===== src/rtl/triumph_alu_arbiter_pkg.sv =====
// Shared definitions for the execute-stage ALU arbiter: ALU op codes,
// FSM state encoding and small helpers.
package triumph_alu_arbiter_pkg;

  // ALU op-type codes understood by the execute stage (all-zero = default, result 0)
  localparam logic [6:0] ALU_NONE = 7'd0;
  localparam logic [6:0] ALU_ADD  = 7'd1;
  localparam logic [6:0] ALU_SUB  = 7'd2;
  localparam logic [6:0] ALU_AND  = 7'd3;
  localparam logic [6:0] ALU_OR   = 7'd4;
  localparam logic [6:0] ALU_XOR  = 7'd5;

  // Arbiter sequencing states
  typedef enum logic [1:0] {
    ST_IDLE = 2'd0,
    ST_EXEC = 2'd1,
    ST_RESP = 2'd2
  } arb_state_e;

  // Requester index encoded by a one-hot two-bit grant
  function automatic logic grant_idx(input logic [1:0] gnt);
    return gnt[1];
  endfunction

endpackage


===== src/rtl/triumph_rr_arb2.sv =====
// Two-way round-robin arbiter, combinational. The requester that was not
// granted last wins a tie; the last-grant register lives in the parent.
module triumph_rr_arb2 (
  input  logic       req0_valid,
  input  logic       req1_valid,
  input  logic       enable,
  input  logic       last_grant,
  output logic [1:0] grant
);

  // A lone request always wins; on a tie the other-than-last requester wins
  always_comb begin
    grant    = 2'b00;
    grant[0] = enable & req0_valid & (~req1_valid | last_grant);
    grant[1] = enable & req1_valid & (~req0_valid | ~last_grant);
  end

endmodule


===== src/rtl/triumph_alu_arbiter.sv =====
// Arbitrates two requesters onto the shared execute-stage ALU, one
// operation at a time, and returns the captured result to the owner.
module triumph_alu_arbiter
  import triumph_alu_arbiter_pkg::*;
#(
  parameter int DATA_W = 32,
  parameter int OP_W   = 7
) (
  input  logic              clk_i,
  input  logic              rstn_i,
  input  logic              req0_valid_i,
  output logic              req0_ready_o,
  input  logic [OP_W-1:0]   req0_op_type_i,
  input  logic [DATA_W-1:0] req0_op1_i,
  input  logic [DATA_W-1:0] req0_op2_i,
  input  logic              req1_valid_i,
  output logic              req1_ready_o,
  input  logic [OP_W-1:0]   req1_op_type_i,
  input  logic [DATA_W-1:0] req1_op1_i,
  input  logic [DATA_W-1:0] req1_op2_i,
  output logic              rsp0_valid_o,
  input  logic              rsp0_ready_i,
  output logic [DATA_W-1:0] rsp0_data_o,
  output logic              rsp0_zero_o,
  output logic              rsp1_valid_o,
  input  logic              rsp1_ready_i,
  output logic [DATA_W-1:0] rsp1_data_o,
  output logic              rsp1_zero_o,
  output logic [OP_W-1:0]   alu_op_type_o,
  output logic [DATA_W-1:0] alu_op1_o,
  output logic [DATA_W-1:0] alu_op2_o,
  input  logic [DATA_W-1:0] alu_result_i,
  input  logic              alu_zero_i,
  output logic              busy_o
);

  arb_state_e        state_reg;
  logic              owner_reg;
  logic              last_grant_reg;
  logic [DATA_W-1:0] rsp_data_reg;
  logic              rsp_zero_reg;

  logic [1:0]        grant;
  logic              arb_en;
  logic              rsp_hs;

  // Grants are only made from IDLE and never while reset is held, so no
  // ready pulse can escape during reset even with requesters asserting valid
  assign arb_en = (state_reg == ST_IDLE) & ~rstn_i;

  triumph_rr_arb2 u_rr_arb2 (
    .req0_valid (req0_valid_i),
    .req1_valid (req1_valid_i),
    .enable     (arb_en),
    .last_grant (last_grant_reg),
    .grant      (grant)
  );

  assign req0_ready_o = grant[0];
  assign req1_ready_o = grant[1];

  // Forward the winner's operation to the ALU; all-zero when nothing is issued
  always_comb begin
    alu_op_type_o = '0;
    alu_op1_o     = '0;
    alu_op2_o     = '0;
    if (grant[0]) begin
      alu_op_type_o = req0_op_type_i;
      alu_op1_o     = req0_op1_i;
      alu_op2_o     = req0_op2_i;
    end else if (grant[1]) begin
      alu_op_type_o = req1_op_type_i;
      alu_op1_o     = req1_op1_i;
      alu_op2_o     = req1_op2_i;
    end
  end

  // Response handshake is taken from the owner's ready only
  assign rsp_hs = owner_reg ? rsp1_ready_i : rsp0_ready_i;

  // Sequencer: grant in IDLE, capture the ALU output in EXEC, hold in RESP
  always_ff @(posedge clk_i or posedge rstn_i) begin
    if (rstn_i) begin
      state_reg      <= ST_IDLE;
      owner_reg      <= 1'b0;
      last_grant_reg <= 1'b1;
      rsp_data_reg   <= '0;
      rsp_zero_reg   <= 1'b0;
    end else begin
      case (state_reg)
        ST_IDLE: begin
          if (|grant) begin
            owner_reg      <= grant_idx(grant);
            last_grant_reg <= grant_idx(grant);
            state_reg      <= ST_EXEC;
          end
        end
        ST_EXEC: begin
          rsp_data_reg <= alu_result_i;
          rsp_zero_reg <= alu_zero_i;
          state_reg    <= ST_RESP;
        end
        ST_RESP: begin
          if (rsp_hs) state_reg <= ST_IDLE;
        end
        default: state_reg <= ST_IDLE;
      endcase
    end
  end

  // Response channel belongs to the owner only; payload is zero when not valid
  assign rsp0_valid_o = (state_reg == ST_RESP) & ~owner_reg;
  assign rsp1_valid_o = (state_reg == ST_RESP) & owner_reg;
  assign rsp0_data_o  = {DATA_W{rsp0_valid_o}} & rsp_data_reg;
  assign rsp1_data_o  = {DATA_W{rsp1_valid_o}} & rsp_data_reg;
  assign rsp0_zero_o  = rsp0_valid_o & rsp_zero_reg;
  assign rsp1_zero_o  = rsp1_valid_o & rsp_zero_reg;

  assign busy_o = (state_reg != ST_IDLE);

endmodule


===== config.mk =====
export PLATFORM = sky130hd
export DESIGN_NAME = triumph_alu_arbiter
export DESIGN_NICKNAME = d
export VERILOG_FILES = /design/src/rtl/triumph_alu_arbiter_pkg.sv /design/src/rtl/triumph_rr_arb2.sv /design/src/rtl/triumph_alu_arbiter.sv
export SDC_FILE = /design/constraint.sdc
export NUM_CORES = 1
export LEC_CHECK = 0
export BUFFER_PORTS_ARGS = -buffer_cell sky130_fd_sc_hd__clkbuf_2
export CAP_MARGIN = 0
export CORE_AREA = 2 2 126 128
export DETAILED_ROUTE_END_ITERATION = 8
export DIE_AREA = 0 0 128 130
export GPL_TIMING_DRIVEN = 0
export SYNTH_ARGS = -nofsm -noshare
export SYNTH_HDL_FRONTEND = slang
export SYNTH_SLANG_ARGS = --single-unit
export TNS_END_PERCENT = 30

===== constraint.sdc =====
create_clock -name clk_i -period 2.1 [get_ports clk_i]
set_clock_uncertainty 0.2 [all_clocks]
set_input_delay 0.105 -clock clk_i [delete_from_list [all_inputs] [get_ports clk_i]]
set_output_delay 0.105 -clock clk_i [all_outputs]
set_load 0.02 [all_outputs]

---- Yosys cells after proc, flatten, opt, wreduce, memory -nomap -nowiden ----
Cells that the tools add are included.
storage, ports and cells
  output and inout port bits .............. 142
  register bits after elaboration ......... 37
  input bits .............................. 181
  logic and storage cells ................. 42
cells by class
  reduce and logical (&&, ||, !) cells .... 5
  bitwise logic cells ..................... 18
  mux-type cells .......................... 10
  equality and inequality tests ........... 4
operator list
  cell                                                   count
  two-way mux 32 bit                                     4
  bitwise AND 32 bit                                     2
  two-way mux 7 bit                                      2
  bitwise AND 1 bit                                      9
  one-hot mux 2 bit (3 select lines)                     1
  inverter 1 bit                                         5
  two-way mux 2 bit                                      2
  AND reduction 2 bit                                    2
  == test 2 x 1 -> 1 bit, second input constant          1
  == test 2 bit, second input constant                   1
  zero test 2 bit                                        1
  inequality test 2 x 1 -> 1 bit, second input constant  1
  inequality test 2 bit, second input constant           1
  OR 1 bit                                               2
  nonzero test 2 bit                                     1
  OR reduction 2 bit                                     1
  two-way mux 1 bit                                      1

---- Logic depth before layout (Yosys ltp) ----
Gate-level depths: netlist of the first run.
  depth after elaboration ................. 7
  depth in mapped cells ................... 5

---- Cells and area by module ----
Synthesis of the first run repeated with hierarchy kept, for this count alone.
unflattened totals
  cells, all modules ...................... 253
  area total of the unflattened synthesis .. 2760.1 um2
by module, submodules not included
  module               instances  cells an instance  area an instance (um2)  seq. area each (um2)
  triumph_alu_arbiter  1          248                2738.9                  927.1
  triumph_rr_arb2      1          5                  21.3                    0.0

---- Worst setup path before layout of the first run ----
No wires, ideal clock.
  path kind ............................... reg-to-output
  start point ............................. register last_grant_reg
  end point ............................... output port alu_op1_o[12]
  buffers on the path ..................... 1
  setup slack ............................. 0.425 ns
  arrival ................................. 1.370 ns
  stages on the path, launching flop included .. 6
  required time ........................... 1.795 ns
  cell sequence ........................... dfstp_2 -> nand2b_1 -> nand3_1 -> inv_2 -> buf_2 -> a22o_1
on the way
  elaborated cells between the ends (all ways) .. 7
  those cells by class .................... mux (2); bitwise (5)
RTL lines
  element                   line                       RTL
  start: declaration        triumph_alu_arbiter.sv:39  logic last_grant_reg;
  start signal: assignment  triumph_alu_arbiter.sv:94  last_grant_reg <= grant_idx(grant);
  OR 1 bit                  triumph_rr_arb2.sv:14      grant[0] = enable & req0_valid & (~req1_valid | last_grant);
  bitwise AND 1 bit         triumph_rr_arb2.sv:14
  via req0_ready_o          triumph_alu_arbiter.sv:12  output logic req0_ready_o,
  two-way mux 32 bit        triumph_alu_arbiter.sv:67  if (grant[0]) begin
  end: declaration          triumph_alu_arbiter.sv:30  output logic [DATA_W-1:0] alu_op1_o,
The timed path passes the listed nets, and every way through them passes these cells.

---- Final worst setup path of the first run ----
  start point ............................. register state_reg[0]
  end point ............................... output port alu_op2_o[19]
on the way
  cells in the longest elaborated chain, start to end .. 6
  elaborated cells between the ends (all ways) .. 8
  those cells by class .................... mux (2); bitwise (5); reduce/logical (1)
ends and longest elaborated chain
  element                          line                        RTL
  start: declaration               triumph_alu_arbiter.sv:37   arb_state_e state_reg;
  start signal: assignment         triumph_alu_arbiter.sv:84   state_reg <= ST_IDLE;
  start signal: assignment         triumph_alu_arbiter.sv:95   state_reg <= ST_EXEC;
  start signal: assignment         triumph_alu_arbiter.sv:101  state_reg <= ST_RESP;
  zero test 2 bit (*)              triumph_alu_arbiter.sv:49   assign arb_en = (state_reg == ST_IDLE) & ~rstn_i;
  bitwise AND 1 bit (*)            triumph_alu_arbiter.sv:49
  bitwise AND 1 bit (2 in series)  triumph_rr_arb2.sv:15       grant[1] = enable & req1_valid & (~req0_valid | ~last_grant);
  two-way mux 32 bit               triumph_alu_arbiter.sv:71   end else if (grant[1]) begin
  two-way mux 32 bit (*)           triumph_alu_arbiter.sv:67
  end: declaration                 triumph_alu_arbiter.sv:31   output logic [DATA_W-1:0] alu_op2_o,
Every way passes the cells marked *; elsewhere a longest branch is shown, timed or not.

==> impl_metrics.env, run 1 <==
export IMPL_ir_drop_v=0.000305
export IMPL_largest_stage_delay_on_the_critical_path_ps=410
export IMPL_worstHoldStart="rstn_i"
export IMPL_synth_top_cell_area_share=0.347
export IMPL_clock_fmax_mhz=478
export IMPL_holdCritPathClass="in2reg"
export IMPL_tritoncts_num_buffers=5
export IMPL_maxSlewHeadroom=0.474
export IMPL_report_final_slew_viol_count=0
export IMPL_global_route_usage_met3=0.0443
export IMPL_cp_slowest_cell="sky130_fd_sc_hd__dfrtp_1"
export IMPL_start_kind="flip-flop"
export IMPL_layout_drive_gt1_share=0.540
export IMPL_design_power_total_uw=5470
export IMPL_finalWorstSetupSlack_ps=9.12
export IMPL_avg_vias_per_cell=4.22
export IMPL_setup_viol_count_final=0
export IMPL_worst_slew_pin_transition_ps=788
export IMPL_num_vias=3748
export IMPL_gp_routability_congestion=0.842
export IMPL_average_wire_length_per_cell_after_detail_routing_um=17.2
export IMPL_design_area_um2=5510
export IMPL_post_synth_cell_area_avg_um2=8.08
export IMPL_cp_cell_sequence="nor3_4 > and3_4 > buf_12 > buf_8 > a22o_1 > clkbuf_8"
export IMPL_dp_final_hpwl_um=12800
export IMPL_largest_register_ff_count=32
export IMPL_critPathArrivalTime_ps=1790
export IMPL_floorplan_initialDensity=0.168
export IMPL_period_minus_slack_ps=2090
export IMPL_multiInputGateArea_um2=1590
export IMPL_worstPathBufferInverterCount=3
export IMPL_fp_dieW_um=128
export IMPL_cts_num_sinks=37
export IMPL_clock_tree_root_cell="sky130_fd_sc_hd__clkbuf_16"
export IMPL_timing_critical_path_fanout_max=10
export IMPL_ys_seq_elements=37
export IMPL_post_route_drc_count=0
export IMPL_area_delta_synth_final_pct=112
export IMPL_detail_route_antenna_nets=0
export IMPL_postSynthCellCount=321
export IMPL_dieArea_um2=16600
export IMPL_reg2reg_to="state_reg[1]"
export IMPL_floorplan_core_area_um2=15400
export IMPL_grt_setup_unrepaired="yes"
export IMPL_grt_ovfl_total=0
export IMPL_cts_tree="done"
export IMPL_regToRegSetupSlack_ps=290
export IMPL_synth_fp_nets=502
export IMPL_crit_cells=6
export IMPL_yosysTopAreaCell="sky130_fd_sc_hd__dfrtp_1"
export IMPL_vias_in_the_first_global_route=3653
export IMPL_nFillCells=1664
export IMPL_busiest_layer="met2"
export IMPL_groute_usage_overall=0.174
export IMPL_layout_worst_path_cycle_share=0.996
export IMPL_cts_buffer_depth=2
export IMPL_grt_antenna_before_repair=3
export IMPL_grtUsageMet2=0.317
export IMPL_worst_hold_path_num_cells=4
export IMPL_post_layout_nonfiller_instances=888
export IMPL_detailedRoute_firstIterationViolations=100
export IMPL_worstSkewPairLatency_ps=270
export IMPL_reg2reg_from="owner_reg"
export IMPL_ys_types=20
export IMPL_max_cap_violations=0
export IMPL_drt_first_pass_iters=4
export IMPL_seq_area_um2=927
export IMPL_post_place_cells=835
export IMPL_final_common_cell="sky130_fd_sc_hd__clkbuf_2"
export IMPL_power_per_cell_area_nw_per_um2=993
export IMPL_placement_rows=46
export IMPL_timing_setup_tns_ps=0
export IMPL_outcome="complete, no violations"
export IMPL_final_cell_mix="sky130_fd_sc_hd__clkbuf_2, sky130_fd_sc_hd__nand2_1, sky130_fd_sc_hd__a22o_1, sky130_fd_sc_hd__and2_1, sky130_fd_sc_hd__dlygate4sd3_1"
export IMPL_num_nets_final=873
export IMPL_path_clk_slew_ps=50
export IMPL_total_leakage_power_uw=0.00316
export IMPL_critical_path_class="reg2out"
export IMPL_finalWirelength_um=15300
export IMPL_post_dp_cell_area_um2=4450
export IMPL_synth_area_leaders="sky130_fd_sc_hd__dfrtp_1, sky130_fd_sc_hd__a22o_1, sky130_fd_sc_hd__and2_1"
export IMPL_cts_max_level=2
export IMPL_required_ps=1790
export IMPL_floorplan_io_pins=323
export IMPL_buffer_ports_inserted=322
export IMPL_dieHeight_um=130
export IMPL_dpl_worst_slack_ps=-83.3
export IMPL_hold_end="state_reg[0]"
export IMPL_grt_pass1_wl_um=21500
export IMPL_grt_max_degree=38
export IMPL_timing_critical_path_max_delay_family="simple AND/OR/NAND/NOR gates"
export IMPL_seq_area_frac_synth=0.357
export IMPL_timing_final_hold_violations=0
export IMPL_groute_layer_met1_usage=0.188
export IMPL_number_of_cell_instances_on_the_worst_register_to_register_path=3
export IMPL_critPathCaptureType="primary output"
export IMPL_syn_area_um2=2590
export IMPL_count_of_warnings_emitted_by_yosys=0
per-stage QoR:
| stage | util | hold WS (ps) |
|---|---|---|
| 5_1_grt | 0.357 | 49.8 |
| 3_3_place_gp | 0.288 | 97.2 |
| 4_1_cts | 0.337 | -178 |
| 6_report | 0.357 | 20.0 |
| 3_5_place_dp | 0.288 | 98.2 |
| 2_1_floorplan | - | 10.4 |
cell type report:
class,instances,share of cell area
diodes,3,0.00136
plain buffers,29,0.0443
clock buffers,7,0.0259
clock inverters,1,0.00545
inverters,3,0.00295
multi-input cells,252,0.288
flip-flops and latches,37,0.168
well taps,192,0.0436
repair buffers,364,0.421
worst register-to-register path: cells and delay by family (launching register included):
family,cells,cell delay [ps]
compound gates,1,140
buf+inv,1,560
mux,1,370
flops,1,460
logic make-up after synthesis:
group | Yosys count | synth area share
multiplexers | 1 | 0.00434
AND/OR/NAND/NOR | 177 | 0.329
flip-flops | 37 | 0.357
AO/OA/AOI/OAI | 74 | 0.247
buffers and inverters | 32 | 0.0613
how the worst max path moves through the flow:
stage / startpoint / end / slack (ps)
CTS: state_reg[0] / alu_op_type_o[5] / -40
detailed placement: state_reg[0] / rsp0_data_o[12] / -80
global placement: state_reg[0] / rsp0_data_o[12] / -90
finish: state_reg[0] / alu_op2_o[19] / 9
global route: state_reg[0] / alu_op1_o[10] / -70
floorplan: last_grant_reg / alu_op1_o[12] / 420
synthesized netlist by cell type (all sizes together):
master and number:
nand2 100, nor3 1, inv 3, mux2 1, nor2 2, nand2b 4, nor2b 1, and3 1
a21o 2, nand3 1, buf 19, clkbuf 10, dfstp 1, a22o 71, o21ai 1, dfrtp 36
and2 66, or2 1
what timing repair did:
action,4_1_cts,5_1_grt
setup endpoints to repair,130,110
hold buffers,36,1
buffers inserted,3,1
gates resized for setup,53,138
gates cloned,0,1
hold endpoints to repair,73,36
pin swaps,7,26
power by group:
part	switching [µW]	total, µW	internal [µW]	leakage, µW
clock network	275	868	593	0.0000841
logic	1850	3280	1430	0.00262
registers	255	1330	1070	0.000454
total	2380	5470	3090	0.00316
layer usage:
metal / wire [µm] / share of wire
met3: 1060 / 0.070
met5: 0 / 0
met2: 7760 / 0.51
met4: 509 / 0.033
met1: 5950 / 0.39
(Power assumes the default switching activity.)
==> run 2, diff against run 1 <==
--- a/config.mk
+++ b/config.mk
@@ -8,9 +8,11 @@
 export BUFFER_PORTS_ARGS = -buffer_cell sky130_fd_sc_hd__clkbuf_2
 export CAP_MARGIN = 0
 export CORE_AREA = 2 2 126 128
+export CTS_BUF_LIST = sky130_fd_sc_hd__clkbuf_4 sky130_fd_sc_hd__clkbuf_8 sky130_fd_sc_hd__clkbuf_16
 export DETAILED_ROUTE_END_ITERATION = 8
 export DIE_AREA = 0 0 128 130
 export GPL_TIMING_DRIVEN = 0
+export SLEW_MARGIN = 5
 export SYNTH_ARGS = -nofsm -noshare
 export SYNTH_HDL_FRONTEND = slang
 export SYNTH_SLANG_ARGS = --single-unit
==> run 2 against run 1 <==
Against the previous run: wire length is essentially flat; clock power grew 1%; flip-flop and latch count is the same; utilization is essentially flat; critical path depth is the same; critical endpoint unchanged; largest cell class unchanged.
==> impl_metrics.env, run 2 (synthesized netlist as in run 1, its figures left out) <==
export IMPL_gp_routability_congestion=0.842
export IMPL_layout_worst_path_cycle_share=0.995
export IMPL_largest_register_ff_count=32
export IMPL_period_minus_slack_ps=2090
export IMPL_final_cell_mix="sky130_fd_sc_hd__clkbuf_2, sky130_fd_sc_hd__nand2_1, sky130_fd_sc_hd__a22o_1, sky130_fd_sc_hd__and2_1, sky130_fd_sc_hd__dlygate4sd3_1"
export IMPL_setup_worst_path_start="state_reg[0]"
export IMPL_finalWorstSetupSlack_ps=10.2
export IMPL_report_final_slew_viol_count=0
export IMPL_finalWirelength_um=15300
export IMPL_groute_usage_overall=0.174
export IMPL_post_layout_nonfiller_instances=888
export IMPL_required_ps=1790
export IMPL_grt_max_degree=38
export IMPL_reg2reg_from="owner_reg"
export IMPL_avg_vias_per_cell=4.22
export IMPL_power_per_cell_area_nw_per_um2=994
export IMPL_timing_critical_path_fanout_max=10
export IMPL_maxSlewHeadroom=0.472
export IMPL_drt_first_pass_iters=4
export IMPL_holdCritPathClass="in2reg"
export IMPL_start_kind="flip-flop"
export IMPL_worstSkewPairLatency_ps=270
export IMPL_dpl_worst_slack_ps=-83.3
export IMPL_total_leakage_power_uw=0.00316
export IMPL_ir_drop_v=0.000305
export IMPL_grt_antenna_before_repair=3
export IMPL_max_cap_violations=0
export IMPL_grt_ovfl_total=0
export IMPL_post_route_drc_count=0
export IMPL_average_wire_length_per_cell_after_detail_routing_um=17.2
export IMPL_setup_worst_path_end="alu_op2_o[19]"
export IMPL_clock_fmax_mhz=479
export IMPL_reg2reg_to="state_reg[1]"
export IMPL_grt_pass1_wl_um=21500
export IMPL_outcome="complete, no violations"
export IMPL_timing_final_hold_violations=0
export IMPL_layout_drive_gt1_share=0.541
export IMPL_final_common_cell="sky130_fd_sc_hd__clkbuf_2"
export IMPL_buffer_ports_inserted=322
export IMPL_fp_dieW_um=128
export IMPL_floorplan_core_area_um2=15400
export IMPL_regToRegSetupSlack_ps=290
export IMPL_clock_tree_root_cell="sky130_fd_sc_hd__clkbuf_16"
export IMPL_dp_final_hpwl_um=12800
export IMPL_post_route_util=0.358
export IMPL_cp_cell_sequence="nor3_4 > and3_4 > buf_12 > buf_8 > a22o_1 > clkbuf_8"
export IMPL_num_vias=3748
export IMPL_cts_num_sinks=37
export IMPL_dieHeight_um=130
export IMPL_tritoncts_num_buffers=5
export IMPL_setup_viol_count_final=0
export IMPL_floorplan_initialDensity=0.168
export IMPL_detail_route_antenna_nets=0
export IMPL_grt_setup_unrepaired="yes"
export IMPL_cts_max_level=2
export IMPL_num_nets_final=873
export IMPL_vias_in_the_first_global_route=3649
export IMPL_critPathArrivalTime_ps=1780
export IMPL_path_clk_slew_ps=50
export IMPL_detailedRoute_firstIterationViolations=119
export IMPL_dieArea_um2=16600
export IMPL_floorplan_io_pins=323
export IMPL_cts_tree="done"
export IMPL_cp_slowest_cell="sky130_fd_sc_hd__dfrtp_1"
export IMPL_cts_buffer_depth=2
export IMPL_worst_slew_pin_transition_ps=791
export IMPL_area_delta_synth_final_pct=113
export IMPL_post_place_cells=835
export IMPL_hold_ws_ps=20.0
export IMPL_number_of_cell_instances_on_the_worst_register_to_register_path=3
export IMPL_largest_stage_delay_on_the_critical_path_ps=410
export IMPL_placement_rows=46
export IMPL_critical_path_class="reg2out"
export IMPL_critPathCaptureType="primary output"
export IMPL_timing_setup_tns_ps=0
## run 2: cell counts in the layout (fill, tap and decap cells not counted)
Identical to the previous run, type by type.
## run 2: through the flow
stage          instance area [µm²]  total power, µW
5_1_grt                       5520             5890
3_5_place_dp                  4450             4150
3_3_place_gp                  4450             4110
2_1_floorplan                 2590             3050
6_report                      5520             5480
4_1_cts                       5200             5300
## run 2: final cells by class
| type | count | area, µm² |
|---|---|---|
| Antenna cell | 3 | 7.51 |
| Buffer | 29 | 244 |
| Clock buffer | 7 | 146 |
| Clock inverter | 1 | 30.0 |
| Fill cell | 1662 | 9910 |
| Inverter | 3 | 16.3 |
| Multi-Input combinational cell | 252 | 1590 |
| Sequential cell | 37 | 927 |
| Tap cell | 192 | 240 |
| Timing Repair Buffer | 364 | 2320 |
## run 2: worst min-delay path by stage
| stage | cells after the start | to | from |
|---|---|---|---|
| finish | 4 | state_reg[0] | rstn_i |
| global route | 4 | state_reg[0] | rstn_i |
| CTS | 2 | rsp_data_reg[25] | rstn_i |
| detailed placement | 3 | rsp_zero_reg | alu_zero_i |
| global placement | 3 | rsp_zero_reg | alu_zero_i |
| floorplan | 2 | rsp_data_reg[0] | alu_result_i[0] |
## run 2: worst max-delay path: cells and delay by family, from the launching register on
family          cells  cell delay [ps]
simple gates        2              470
buf+inv             3              430
flops               1              410
compound gates      1              190
## run 2: metal layers
metal | routed length, µm | up-vias | global-route usage
li1 | - | 1837 | -
met1 | 5950 | 1701 | 0.188
met2 | 7770 | 190 | 0.317
met3 | 1060 | 20 | 0.0443
met4 | 504 | 0 | 0.0853
met5 | 0 | - | 0
## run 2: repair_timing
| action | 4_1_cts | 5_1_grt |
|---|---|---|
| endpoints found under the hold margin | 73 | 36 |
| cloned | 0 | 1 |
| pin swaps | 7 | 26 |
| resized for setup | 53 | 138 |
| hold buffers | 36 | 1 |
| setup buffers | 3 | 1 |
| endpoints found under the setup margin | 130 | 110 |
## run 2: where the power goes
group | leakage, µW | total (µW) | switching, µW | internal, µW
Sequential | 0.000454 | 1330 | 255 | 1070
Clock | 0.0000876 | 881 | 275 | 606
Combinational | 0.00262 | 3280 | 1850 | 1430
